[config.mk]
export PLATFORM = sky130hd
export DESIGN_NAME = apb_wdt
export DESIGN_NICKNAME = d
export VERILOG_FILES = /design/src/rtl/apb_wdt.sv
export SDC_FILE = /design/constraint.sdc
export NUM_CORES = 1
export LEC_CHECK = 0
export ABC_CLOCK_PERIOD_IN_PS = 3250
export BUFFER_PORTS_ARGS = -buffer_cell sky130_fd_sc_hd__buf_2
export CAP_MARGIN = 20
export CORE_MARGIN = 3
export CORE_UTILIZATION = 55
export CTS_BUF_LIST = sky130_fd_sc_hd__clkbuf_8
export DETAILED_ROUTE_END_ITERATION = 8
export PLACE_DENSITY = 0.76
export SLEW_MARGIN = 20
export SYNTH_ARGS = -nofsm -noshare
export SYNTH_HDL_FRONTEND = slang
export SYNTH_SLANG_ARGS = --single-unit
[constraint.sdc]
create_clock -name i_pclk -period 3.25 [get_ports i_pclk]
set_clock_uncertainty 0.15 [all_clocks]
set_input_delay 0.65 -clock i_pclk [delete_from_list [all_inputs] [get_ports i_pclk]]
set_output_delay 0.65 -clock i_pclk [all_outputs]
set_load 0.05 [all_outputs]
[src/rtl/apb_wdt.sv]
// APB watchdog timer: free-running 32-bit down-counter with a first-timeout interrupt,
// a sticky reset request on an unserviced second timeout, and a key-protected write lock.
module apb_wdt #(
  parameter int          ADDR_W   = 12,
  parameter logic [31:0] LOAD_RST = 32'h0000_FFFF,
  parameter logic [31:0] LOCK_KEY = 32'h1ACC_E551
) (
  input  logic              i_pclk,
  input  logic              i_preset,
  input  logic              i_psel,
  input  logic              i_penable,
  input  logic [ADDR_W-1:0] i_paddr,
  input  logic              i_pwrite,
  input  logic [31:0]       i_pwdata,
  input  logic [2:0]        i_pprot,
  input  logic [3:0]        i_pstrb,
  output logic [31:0]       o_prdata,
  output logic              o_pready,
  output logic              o_pslverr,
  output logic              o_irq_wdt,
  output logic              o_wdt_reset
);

  localparam logic [ADDR_W-3:0] IDX_CTRL   = 'd0;
  localparam logic [ADDR_W-3:0] IDX_LOAD   = 'd1;
  localparam logic [ADDR_W-3:0] IDX_VALUE  = 'd2;
  localparam logic [ADDR_W-3:0] IDX_INTCLR = 'd3;
  localparam logic [ADDR_W-3:0] IDX_RIS    = 'd4;
  localparam logic [ADDR_W-3:0] IDX_MIS    = 'd5;
  localparam logic [ADDR_W-3:0] IDX_LOCK   = 'd6;

  logic              ctrl_inten;
  logic              ctrl_resen;
  logic [31:0]       load_q;
  logic [31:0]       value_q;
  logic              ris_q;
  logic              locked_q;
  logic              wdt_reset_q;

  logic [ADDR_W-3:0] widx;
  logic              access;
  logic              sel_ctrl, sel_load, sel_value, sel_intclr, sel_ris, sel_mis, sel_lock;
  logic              mapped;
  logic              err;
  logic              wr_ok;
  logic              full_strb;
  logic              do_ctrl, do_load, do_intclr, do_lock;
  logic [31:0]       load_next;
  logic [31:0]       rdata;
  logic              unused_bits;

  assign widx        = i_paddr[ADDR_W-1:2];
  assign access      = i_psel & i_penable;
  assign unused_bits = ^{i_pprot[2:1], i_paddr[1:0]};

  assign sel_ctrl   = (widx == IDX_CTRL);
  assign sel_load   = (widx == IDX_LOAD);
  assign sel_value  = (widx == IDX_VALUE);
  assign sel_intclr = (widx == IDX_INTCLR);
  assign sel_ris    = (widx == IDX_RIS);
  assign sel_mis    = (widx == IDX_MIS);
  assign sel_lock   = (widx == IDX_LOCK);
  assign mapped     = sel_ctrl | sel_load | sel_value | sel_intclr | sel_ris | sel_mis | sel_lock;

  // LOCK stays writable while locked so software can always unlock.
  assign err = ~mapped |
               (i_pwrite & (~i_pprot[0] | sel_value | sel_ris | sel_mis |
                            (locked_q & (sel_ctrl | sel_load | sel_intclr))));

  assign wr_ok     = access & i_pwrite & ~err;
  assign full_strb = (i_pstrb == 4'hF);
  assign do_ctrl   = wr_ok & sel_ctrl & i_pstrb[0];
  assign do_load   = wr_ok & sel_load;
  assign do_intclr = wr_ok & sel_intclr & full_strb;
  assign do_lock   = wr_ok & sel_lock & full_strb;

  always_comb begin
    load_next = load_q;
    for (int b = 0; b < 4; b++) begin
      if (i_pstrb[b]) load_next[8*b +: 8] = i_pwdata[8*b +: 8];
    end
  end

  always_comb begin
    rdata = 32'd0;
    if (access && !i_pwrite) begin
      case (widx)
        IDX_CTRL:  rdata = {30'd0, ctrl_resen, ctrl_inten};
        IDX_LOAD:  rdata = load_q;
        IDX_VALUE: rdata = value_q;
        IDX_RIS:   rdata = {31'd0, ris_q};
        IDX_MIS:   rdata = {31'd0, ris_q & ctrl_inten};
        IDX_LOCK:  rdata = {31'd0, locked_q};
        default:   rdata = 32'd0;
      endcase
    end
  end

  assign o_prdata    = rdata;
  assign o_pready    = 1'b1;
  assign o_pslverr   = access & err;
  assign o_irq_wdt   = ris_q & ctrl_inten;
  assign o_wdt_reset = wdt_reset_q;

  always_ff @(posedge i_pclk or posedge i_preset) begin
    if (i_preset) begin
      ctrl_inten <= 1'b0;
      ctrl_resen <= 1'b0;
      load_q     <= LOAD_RST;
      locked_q   <= 1'b0;
    end else begin
      if (do_ctrl) begin
        ctrl_inten <= i_pwdata[0];
        ctrl_resen <= i_pwdata[1];
      end
      if (do_load) load_q <= load_next;
      if (do_lock) locked_q <= (i_pwdata != LOCK_KEY);
    end
  end

  // Software reloads take priority over an expiry landing on the same edge.
  always_ff @(posedge i_pclk or posedge i_preset) begin
    if (i_preset) begin
      value_q     <= LOAD_RST;
      ris_q       <= 1'b0;
      wdt_reset_q <= 1'b0;
    end else if (do_intclr) begin
      value_q <= load_q;
      ris_q   <= 1'b0;
    end else if (do_load) begin
      value_q <= load_next;
    end else if (ctrl_inten) begin
      if (value_q != 32'd0) begin
        value_q <= value_q - 32'd1;
      end else begin
        value_q <= load_q;
        if (!ris_q)          ris_q       <= 1'b1;
        else if (ctrl_resen) wdt_reset_q <= 1'b1;
      end
    end
  end

endmodule

Word level (Yosys, flattened, before mapping)

Cells that the tools add are included.

Input bits: 56
Word-level logic and storage cells: 72
Flip-flop bits (word level): 69
Output and inout port bits: 36

Equal/unequal tests: 10
Bitwise gates (word level): 32
Mux-type cells: 14
Add/subtract/negate cells: 1
Reduce and logical (&&, ||, !) cells: 8

Operators by type and width:

| cell                    | number |
|---|---|
| $pmux W32 S6            | 1 |
| $mux W32                | 5 |
| $mux W8                 | 4 |
| $ne A32 B29 Y1 const B  | 1 |
| $reduce_bool A32 Y1     | 1 |
| $sub A32 B1 Y32 const B | 1 |
| $eq A10 B3 Y1 const B   | 3 |
| $eq A10 B2 Y1 const B   | 2 |
| $and A1 B1 Y1           | 14 |
| $or A1 B1 Y1            | 12 |
| $eq A10 B1 Y1 const B   | 1 |
| $logic_not A10 Y1       | 1 |
| $not A1 Y1              | 6 |
| $reduce_and A6 Y1       | 1 |
| $eq A4 B4 Y1 const B    | 1 |
| $mux W1                 | 4 |
| $reduce_and A3 Y1       | 1 |
| $reduce_bool A3 Y1      | 1 |
| $ne A2 B1 Y1 const B    | 1 |
| $ne A2 B2 Y1 const B    | 1 |
| $reduce_bool A2 Y1      | 1 |
| $logic_and A1 B1 Y1     | 1 |
| $logic_not A1 Y1        | 1 |

Logic depth before layout (Yosys ltp)

Gate-level depths: netlist of run 1.

Depth in word-level cells: 15
Mapped depth: 10

Worst setup path after synthesis of run 1

No wires, ideal clock.

Path type: input to output
Start: in i_paddr[9]
End: out o_prdata[1]
Cell stages on the path: 5
Path buffers: 1
Data required time: 2.450 ns
Arrival time: 3.011 ns
Path slack: -0.561 ns
Path through: nor4_1 -> nand2_1 -> or4_1 -> clkbuf_1 -> nor3_1

Word-level cells in the longest chain between the ends: 3
Elaborated cells on any way between the ends: 8
Classes of those cells: eq/ne (5); mux (2); reduce/logical (1)

RTL lines:

| item                                  | line | RTL |
|---|---|---|
| from (decl)                           | 12   | `input logic [ADDR_W-1:0] i_paddr,` |
| $eq A10 B3 Y1 (tied with other cells) | 87   | `case (widx)` |
| $pmux W32 S6 (*)                      | 87   |  |
| $mux W32 (*)                          | 86   | `if (access && !i_pwrite) begin` |
| to (decl)                             | 17   | `output logic [31:0] o_prdata,` |

Every way passes the cells marked *; elsewhere a longest branch is shown, timed or not.

Worst setup path in the final report of run 1

Start: in i_paddr[9]
End: out o_prdata[17]

The elaborated chain is that of the path after synthesis.

==> qor.yml, run 1 <==
outcome: "finished clean"
yosysSeqAreaShare_pct: 35.70
clk_latency_worst_skew_pair_ns: 0.36
synth_area_sq_um: 4948
kind_of_end_point_of_the_critical_path: "output pin"
starting_drc_count_in_detailed_routing: 599
netlist_top_cells_count: "nor2_1 (74), dfrtp_1 (37), clkbuf_1 (36)"
multi_input_area_sq_um: 3102
num_vias: 5453
holdWs_ns: 0.2408
fmaxAchievable_ghz: 0.3133
maxCapViolCount: 0
final_layout_size_suffix_gt1_share_pct: 39.15
globalRouteTotalUtil_pct: 34.33
synth_ff_type: "dfrtp_1"
synth_cell_type_count: 71
clk_path_buf_depth: 2
syn-instance-count: 577
final_min_period_over_clock_period_pct: 98.21
ios: 92
worstRegToRegCells: 8
synth_enable_flop_cells: 0
antenna_found_initial: 0
syn-mean-instance-area_sq_um: 8.576
critical_path_rt_ns: 2.45
synth_top_cells_by_area: "dfrtp_1 (19%), dfstp_2 (17%), mux2_2 (6.6%)"
post_drt_wl_per_cell_microns: 22.52
worst_hold_path_type: "input port to asynchronous set/reset pin"
synth_seq_cells: 69
vdd_ir_drop_max_v: 0.0001973
netlist.top_cell.by_area: "dfrtp_1"
cts_hold_buf: 0
place_hpwl_mm: 11.95
portBuffers: 86
async_reset_ff_share_pct: 100.0
via_count_of_the_first_global_routing_pass: 5057
placeableCoreArea_sq_um: 8464
rel_slew_slack_pct: 54.32
tritoncts.num_buffers: 9
period_minus_slack_ns: 3.192
std_cell_rows: 33
grt_first_pass_wirelength_mm: 27.14
cp-startpoint: "i_paddr[9]"
start_kind: "input port"
crit-reg2reg-capture: "value_q[30]"
power.leakage_nw: 2.641
area_of_all_sequential_standard_cells_sq_um: 1767
grt_start_max_net_pins: 32
path_clk_slew_ns: 0.08
viasPerCell: 6.929
synthesis.yosys.warnings: 0
chip_height_microns: 100.9
syn-num-nets: 635
remaining_drc_errors: 0
report.final.setup_viol: 0
setup_repair_after_global_routing_missed_its_margin: "true"
timing.rr.start: "value_q[0]"
die_area_sq_um: 10170
setup.worst_path.class: "input port to output pin"
finalWorstSetupSlack_ns: 0.05802
grt_remaining_overflow: 0
num-fill-cells: 677
nNetsFinal: 735
cell_at_the_root_of_the_clock_tree: "clkbuf_8"
ant_nets: 0
cts_tree: "done"
timing_worst_slew_pin_value_ns: 0.6807
tritoncts_num_sinks: 69
critical_path_peak_fanout: 8
fp.dieW_microns: 100.9
rrSetupSlack_ns: 0.20
worst_setup_timing_slack_at_the_placement_stage_ns: -0.09501
first_pass_iters: 5
yosysMostFrequentCell: "nor2_1"
cellPowerDensity_nw_per_um2: 267.5
start_util_pct: 58.46
timing.final.hold_violations: 0
synthDominantCellAreaShare_pct: 18.71
htreeDepth: 3
drt_wl_total_mm: 17.72
place_congestion: 0.9723
timing_max_transition_violations_final: 0
syn2layout_area_growth_pct: 24.37
antenna-diode-count: 0
arrival_time_at_the_worst_endpoint_ns: 2.39
[through the flow]
step                      util [%]  power [mW]  cell area [sq um]  cells  setup TNS, ns
final                        72.71       1.646               6155    787              0
after global placement       68.32       1.007               5783    766        -0.9869
after detailed placement     68.32       1.010               5783    766         -1.461
after floorplan                  -      0.9397               5059    577         -4.147
after global routing         72.71       1.691               6155    787       -0.02663
after CTS                    71.38       1.642               6042    783              0
[repair_timing]
action	in CTS	in global routing
resized for setup	19	28
setup endpoints to repair	32	31
pin swaps	0	4
buffers inserted	0	2
gates cloned	1	2
[critical path, stage by stage]
cell	delay (ns)
buf_2	0.11
nor4_4	0.29
buf_4	0.17
and2_4	0.16
nand2b_4	0.08
nor3_4	0.19
buf_4	0.16
buf_8	0.14
a22oi_1	0.08
nor2_2	0.09
buf_2	0.26
[sequential cells by signal (all words and copies together), names as in the netlist]
| register | cells |
|---|---|
| ctrl_resen | 1 |
| ris_q | 1 |
| value_q | 32 |
| load_q | 32 |
| o_wdt_reset | 1 |
| ctrl_inten | 1 |
| locked_q | 1 |
[logic make-up after synthesis]
kind of cell               Yosys count  synth area share [%]
xor gates and xnor gates            11                 1.947
other                                1               0.07578
AOI/OAI and AO/OA                  161                 22.55
muxes                               43                 9.431
DFF                                 69                 35.70
buffers and inverters               58                 4.627
adders and majority gates            2                0.5056
and+or+nand+nor                    232                 25.16
[layout make-up]
type	instances	area share [%]
Clock buffer	10	2.236
Clock inverter	6	0.5082
Inverter	14	0.8538
Multi-Input combinational cell	450	50.40
Sequential cell	69	28.70
Tap cell	105	2.135
Timing Repair Buffer	133	15.17
[routing by layer]
layer  share of wire [%]  track usage (%)
met1                  40            49.65
met2                  45            51.24
met4                 2.5            12.85
met5                   0                0
met3                  12            6.159
[placed cells by master (no fill, tap or decap), types with 17 or more instances in the layout]
cell     synthesis  final
a31oi_1         18     17
dfrtp_1         37     37
buf_2            3     61
mux2_2          29     29
a22oi_1         34     34
nor2_2           0     27
nor3_1          19     17
buf_4            2     54
nor2_1          74     43
nand2_1         35     35
dfstp_2         32     32
a21oi_1         28     28
[how the worst max path moves through the flow]
stage	to	slack [ns]	depth (start not counted)
final	o_prdata[17]	0.06	11
after global routing	o_prdata[0]	-0.01	11
after CTS	o_prdata[26]	0.005	10
after detailed placement	o_prdata[1]	-0.1	7
after global placement	o_prdata[1]	-0.08	7
after floorplan	o_prdata[0]	-0.16	5
[report_power, final]
part | internal, mW | switching, mW
Combinational | 0.0517 | 0.0847
Clock | 0.290 | 0.356
Sequential | 0.862 | 0.00204
Note: power is estimated with default switching activity, not from simulation.
==> run 2: changes to the inputs <==
Settings changed: ABC_CLOCK_PERIOD_IN_PS 3250 to 2570, CORE_UTILIZATION 55 to 35, PLACE_DENSITY 0.76 to 0.54.
Clock period 3.25 ns to 2.57 ns, I/O delays scaled along.
==> qor.yml, run 2 (same netlist as run 1, synthesis figures left out) <==
place_inst: 917  # +20%
antenna_found_initial: 0  # unchanged
portBuffers: 86  # unchanged
num_vias: 5677  # +4.1%
ios: 92  # unchanged
grt_first_pass_wirelength_mm: 30.08  # +11%
cell_at_the_root_of_the_clock_tree: "clkbuf_8"
maxCapViolCount: 0  # unchanged
post-route-cell-area_sq_um: 7821  # +27%
setup_repair_after_global_routing_missed_its_margin: "true"
start_kind: "input port"
tns_ns: -8.125  # -8.125 ns
layout_top_registers: "load_q (32), value_q (32)"
violations: "setup timing"
starting_drc_count_in_detailed_routing: 485  # -19%
syn2layout_area_growth_pct: 58.05
place_hpwl_mm: 14.18  # +19%
power.leakage_nw: 3.203  # +21%
placeableCoreArea_sq_um: 13560  # +60%
kind_of_end_point_of_the_critical_path: "output pin"
nNetsFinal: 823  # +12%
antenna-diode-count: 0  # unchanged
via_count_of_the_first_global_routing_pass: 5662  # +12%
mostFrequentLayoutCell: "buf_4"
period_minus_slack_ns: 2.805
critical_path_peak_fanout: 8  # unchanged
drt_wl_total_mm: 19.55  # +10%
grt_remaining_overflow: 0  # unchanged
place_area_sq_um: 6755  # +17%
finalWorstSetupSlack_ns: -0.2351  # -0.2931 ns
remaining_drc_errors: 0  # unchanged
timing_max_transition_violations_final: 0  # unchanged
std_cell_rows: 42  # +27%
tritoncts.num_buffers: 9  # unchanged
worst_setup_timing_slack_at_the_placement_stage_ns: -0.3585  # -0.2635 ns
path_clk_slew_ns: 0.08  # about the same
timing.final.hold_violations: 0  # unchanged
tritoncts_num_sinks: 69  # unchanged
arrival_time_at_the_worst_endpoint_ns: 2.14  # -0.25 ns
final_cell_mix: "buf_4 (112), buf_2 (52), nor2_1 (40)"
chip_height_microns: 124.9  # +24%
htreeDepth: 3  # unchanged
final_min_period_over_clock_period_pct: 109.1
vdd_ir_drop_max_v: 0.0002593  # +31%
post_drt_wl_per_cell_microns: 20.66  # -8.2%
final_cells: 946  # +20%
start_util_pct: 36.50  # -22 points
fp.dieW_microns: 124.9  # +24%
clk_path_buf_depth: 2  # unchanged
viasPerCell: 6.001  # -13%
timing.rr.start: "value_q[24]"
die_area_sq_um: 15600  # +53%
place_congestion: 0.9528  # -2.0%
worst_hold_path_type: "input port to asynchronous set/reset pin"
report.final.setup_viol: 54  # +54
timing_worst_slew_pin_value_ns: 0.6434  # -0.03732 ns
final_layout_size_suffix_gt1_share_pct: 55.32  # +16 points
critical_path_rt_ns: 1.91  # -0.54 ns
clk_latency_worst_skew_pair_ns: 0.37  # about the same
globalRouteTotalUtil_pct: 23.77  # -11 points
cp-startpoint: "i_paddr[8]"
power_mw: 2.224  # +35%
setup.worst_path.class: "input port to output pin"
ant_nets: 0  # unchanged
outcome: "finished with violations"
grt_start_max_net_pins: 46  # +44%
fmaxAchievable_ghz: 0.3565
cellPowerDensity_nw_per_um2: 284.3  # +6.3%
rel_slew_slack_pct: 56.82  # +2.5 points
cts_tree: "done"
first_pass_iters: 5  # unchanged
[run 2: where the power goes]
part | total, mW | internal [mW] | switching, mW
combinational | 0.203 | 0.0840 | 0.119
clock | 0.929 | 0.465 | 0.464
sequential | 1.09 | 1.09 | 0.00208
[run 2: layout make-up]
| class | instances | area (sq um) |
|---|---|---|
| clock buffer | 10 | 137.6 |
| clock inverter | 6 | 55.05 |
| fill | 1221 | 5737 |
| inverter | 14 | 57.56 |
| multi-input combinational | 450 | 3646 |
| sequential | 69 | 1768 |
| tap | 176 | 220.2 |
| timing repair buffer | 221 | 1937 |
[run 2: per-stage QoR]
stage	util, %	hold slack (ns)
after floorplan	-	0.2963
after global placement	49.82	0.3047
after detailed placement	49.82	0.3117
after CTS	54.66	0.02418
after global routing	57.69	0.03316
final	57.69	0.02324
[run 2: layer usage]
layer	global-route usage [%]	share of wire, %
met3	2.787	6.4
met2	39.85	49
met4	8.036	2.6
met5	0	0
met1	31.96	42
[run 2: worst max-delay path, stage by stage]
cell,delay [ns]
buf_6,0.10
nor4_4,0.32
and2_4,0.22
nand2b_4,0.07
nor3_4,0.22
buf_12,0.16
buf_12,0.13
a22oi_2,0.06
a21oi_2,0.16
buf_6,0.17
[run 2: worst paths after layout]
check / endpoint / slack, ns / depth (start not counted)
max: o_prdata[0] / -0.24 / 10
max reg2reg: value_q[25] / -0.16 / 8
min reg2reg: load_q[13] / 0.33 / 2
max in group asynchronous: load_q[13] / 1.92 / 3
min in group i_pclk: load_q[12] / 0.25 / 2
min: ctrl_inten / 0.02 / 3
[run 2: timing repair]
action	in CTS	in global routing
cloned	0	2
resized for setup	110	74
buffers inserted	9	3
setup endpoints to repair	65	77
hold buffers	0	0
pin swaps	20	45
==> run 3: changes to the inputs <==
Settings changed: ABC_AREA set to 1, CTS_CLUSTER_SIZE set to 25, PLACE_DENSITY 0.54 to 0.53.
==> qor.yml, run 3 <==
ant_nets: 0  # unchanged
yosysMostFrequentCell: "nand2_1"
syn-instance-count: 954  # +65%
post_drt_wl_per_cell_microns: 17.13  # -17%
synth_enable_flop_cells: 0  # unchanged
fp.dieW_microns: 136.2  # +9.0%
gr-usage-met3_pct: 3.590  # +0.80 points
syn-mean-instance-area_sq_um: 6.219  # -27%
viasPerCell: 5.240  # -13%
std_cell_rows: 46  # +9.5%
final_min_period_over_clock_period_pct: 97.70  # -11 points
final_cell_mix: "nand2_1 (289), nand3_1 (132), o21ai_0 (95)"
synthesis.yosys.warnings: 0  # unchanged
timing_worst_slew_pin_value_ns: 0.5516  # -0.09178 ns
tritoncts_num_sinks: 69  # unchanged
starting_drc_count_in_detailed_routing: 533  # +9.9%
path_clk_slew_ns: 0.08  # about the same
synthDominantCellAreaShare_pct: 18.54  # -0.17 points
maxCapViolCount: 0  # unchanged
netlist.top_cell.by_area: "nand2_1"
nNetsFinal: 1116  # +36%
via_count_of_the_first_global_routing_pass: 6405  # +13%
die_area_sq_um: 18550  # +19%
grt_most_used_layer: "met2"
cts_tree: "done"
antenna_found_initial: 0  # unchanged
cell_at_the_root_of_the_clock_tree: "clkbuf_8"
area_of_all_sequential_standard_cells_sq_um: 1767  # about the same
drt_wl_total_mm: 21.91  # +12%
htreeDepth: 3  # unchanged
tns_ns: 0  # +8.125 ns
critical_path_peak_fanout: 4  # -4
synth_seq_cells: 69  # unchanged
grt_start_max_net_pins: 70  # +52%
setup_repair_after_global_routing_missed_its_margin: "true"
ios: 92  # unchanged
globalRouteTotalUtil_pct: 24.18  # +0.41 points
timing.final.hold_violations: 0  # unchanged
tritoncts.num_buffers: 9  # unchanged
start_kind: "input port"
final_layout_size_suffix_gt1_share_pct: 25.40  # -30 points
portBuffers: 86  # unchanged
report.final.setup_viol: 0  # -100%
arrival_time_at_the_worst_endpoint_ns: 1.85  # -0.29 ns
critical_path_rt_ns: 1.91  # about the same
layout_top_registers: "load_q (32), value_q (32)"
num_vias: 6702  # +18%
vdd_ir_drop_max_v: 0.0001956  # -25%
first_pass_iters: 6  # +1
clk_latency_worst_skew_pair_ns: 0.38  # about the same
place_congestion: 0.9440  # -0.92%
period_minus_slack_ns: 2.511  # -0.2943 ns
rel_slew_slack_pct: 62.89  # +6.1 points
antenna-diode-count: 0  # unchanged
remaining_drc_errors: 0  # unchanged
async_reset_ff_share_pct: 100.0  # unchanged
power.leakage_nw: 3.961  # +24%
post-route-util_pct: 48.36  # -9.3 points
setup.worst_path.class: "input port to output pin"
fmaxAchievable_ghz: 0.3983  # +12%
global_route.usage.met1_pct: 33.64  # +1.7 points
num-fill-cells: 1748  # +43%
placeableCoreArea_sq_um: 16230  # +20%
multi_input_area_sq_um: 4028  # +10%
grt_first_pass_wirelength_mm: 34.85  # +16%
synth_ff_type: "dfrtp_1"
synth_top_cells_by_area: "nand2_1 (19%), dfrtp_1 (16%), dfstp_2 (14%)"
outcome: "finished clean"
synth_cell_type_count: 39  # -45%
mostFrequentLayoutCell: "nand2_1"
netlist_top_cells_count: "nand2_1 (293), nand3_1 (135), o21ai_0 (96)"
synth_area_sq_um: 5933  # +20%
kind_of_end_point_of_the_critical_path: "output pin"
cellPowerDensity_nw_per_um2: 275.3  # -3.2%
chip_height_microns: 136.2  # +9.0%
grt_remaining_overflow: 0  # unchanged
cts_hold_buf: 0  # unchanged
start_util_pct: 36.56  # +0.057 points
place_hpwl_mm: 15.88  # +12%
gr-usage-met2_pct: 39.76  # -0.090 points
yosysSeqAreaShare_pct: 29.78  # -5.9 points
timing_max_transition_violations_final: 0  # unchanged
clk_path_buf_depth: 2  # unchanged
worst_hold_path_type: "input port to asynchronous set/reset pin"
syn-num-nets: 1012  # +59%
syn2layout_area_growth_pct: 32.29
-- run 3: cell count changes after synthesis, sizes merged, moves of 29 or more --
cell   change
o21ai     +81
a22oi     -34
nand3    +131
nand4     +32
mux2      -29
inv       +75
nand2    +260
-- run 3: path summary, 6_finish.rpt --
kind                                   from     endpoint  slack, ns  depth (start not counted)
worst max-delay path             i_paddr[6]  o_prdata[0]       0.06                         12
worst min-delay path               i_preset   load_q[27]       0.05                          3
worst max register to register   value_q[1]  value_q[24]       0.27                         11
worst min register to register   value_q[1]   value_q[1]       0.34                          2
max in group asynchronous          i_preset  value_q[12]       1.85                          3
min in group i_pclk             i_pwdata[1]   ctrl_resen       0.29                          3
-- run 3: timing repair --
item	in CTS	in global routing
gates resized for setup	56	47
endpoints found under the setup margin	32	34
pin swaps	2	2
setup buffers	2	1
-- run 3: cell type report --
class                   count  share of cell area (%)
flip-flops and latches     69                   22.51
repair buffers            145                   16.15
clock buffers              11                   1.929
multi-input cells         743                   51.32
well taps                 216                   3.443
inverters                  90                   4.384
clock inverters             5                  0.2710
-- run 3: cells by family after synthesis --
group / count (synthesis) / share of synthesized area [%]
buf+inv: 142 / 10.23
other cells: 1 / 0.06320
compound gates: 144 / 12.74
flops: 69 / 29.78
simple gates: 581 / 44.56
fa+ha+maj: 2 / 0.4217
xor+xnor: 15 / 2.214
-- run 3: where the power goes --
part / switching (mW) / internal, mW
sequential: 0.000325 / 1.09
clock: 0.455 / 0.390
combinational: 0.143 / 0.0838
-- run 3: worst max-delay path, stage by stage --
cell and delay, ns:
buf_2 0.11, nor2_4 0.11, nand2_4 0.07, nor2_4 0.13
inv_4 0.07, nor3_2 0.12, buf_4 0.14, nand2_1 0.04
o21ai_0 0.07, o21ai_1 0.13, a21oi_4 0.17, buf_6 0.17
-- run 3: metrics by stage --
stage | power [mW] | hold slack [ns] | worst slack (ns) | cell area (sq um) | std cells
5_1_grt | 2.246 | 0.07287 | -0.03337 | 7849 | 1279
3_3_place_gp | 1.322 | 0.3358 | -0.1969 | 7315 | 1260
4_1_cts | 2.173 | 0.05379 | -0.005645 | 7676 | 1278
3_5_place_dp | 1.321 | 0.3301 | -0.2190 | 7315 | 1260
2_1_floorplan | 1.215 | 0.3244 | -0.07687 | 6291 | 954
6_report | 2.161 | 0.05062 | 0.05922 | 7849 | 1279
-- run 3: routing by layer --
layer | part of all wire [%] | routed length [microns] | vias to the layer above
met5 | 0 | 0 | -
met4 | 1.2 | 266 | 0
met3 | 4.9 | 1073 | 19
met2 | 47 | 10210 | 176
met1 | 47 | 10360 | 3141
li1 | - | - | 3366
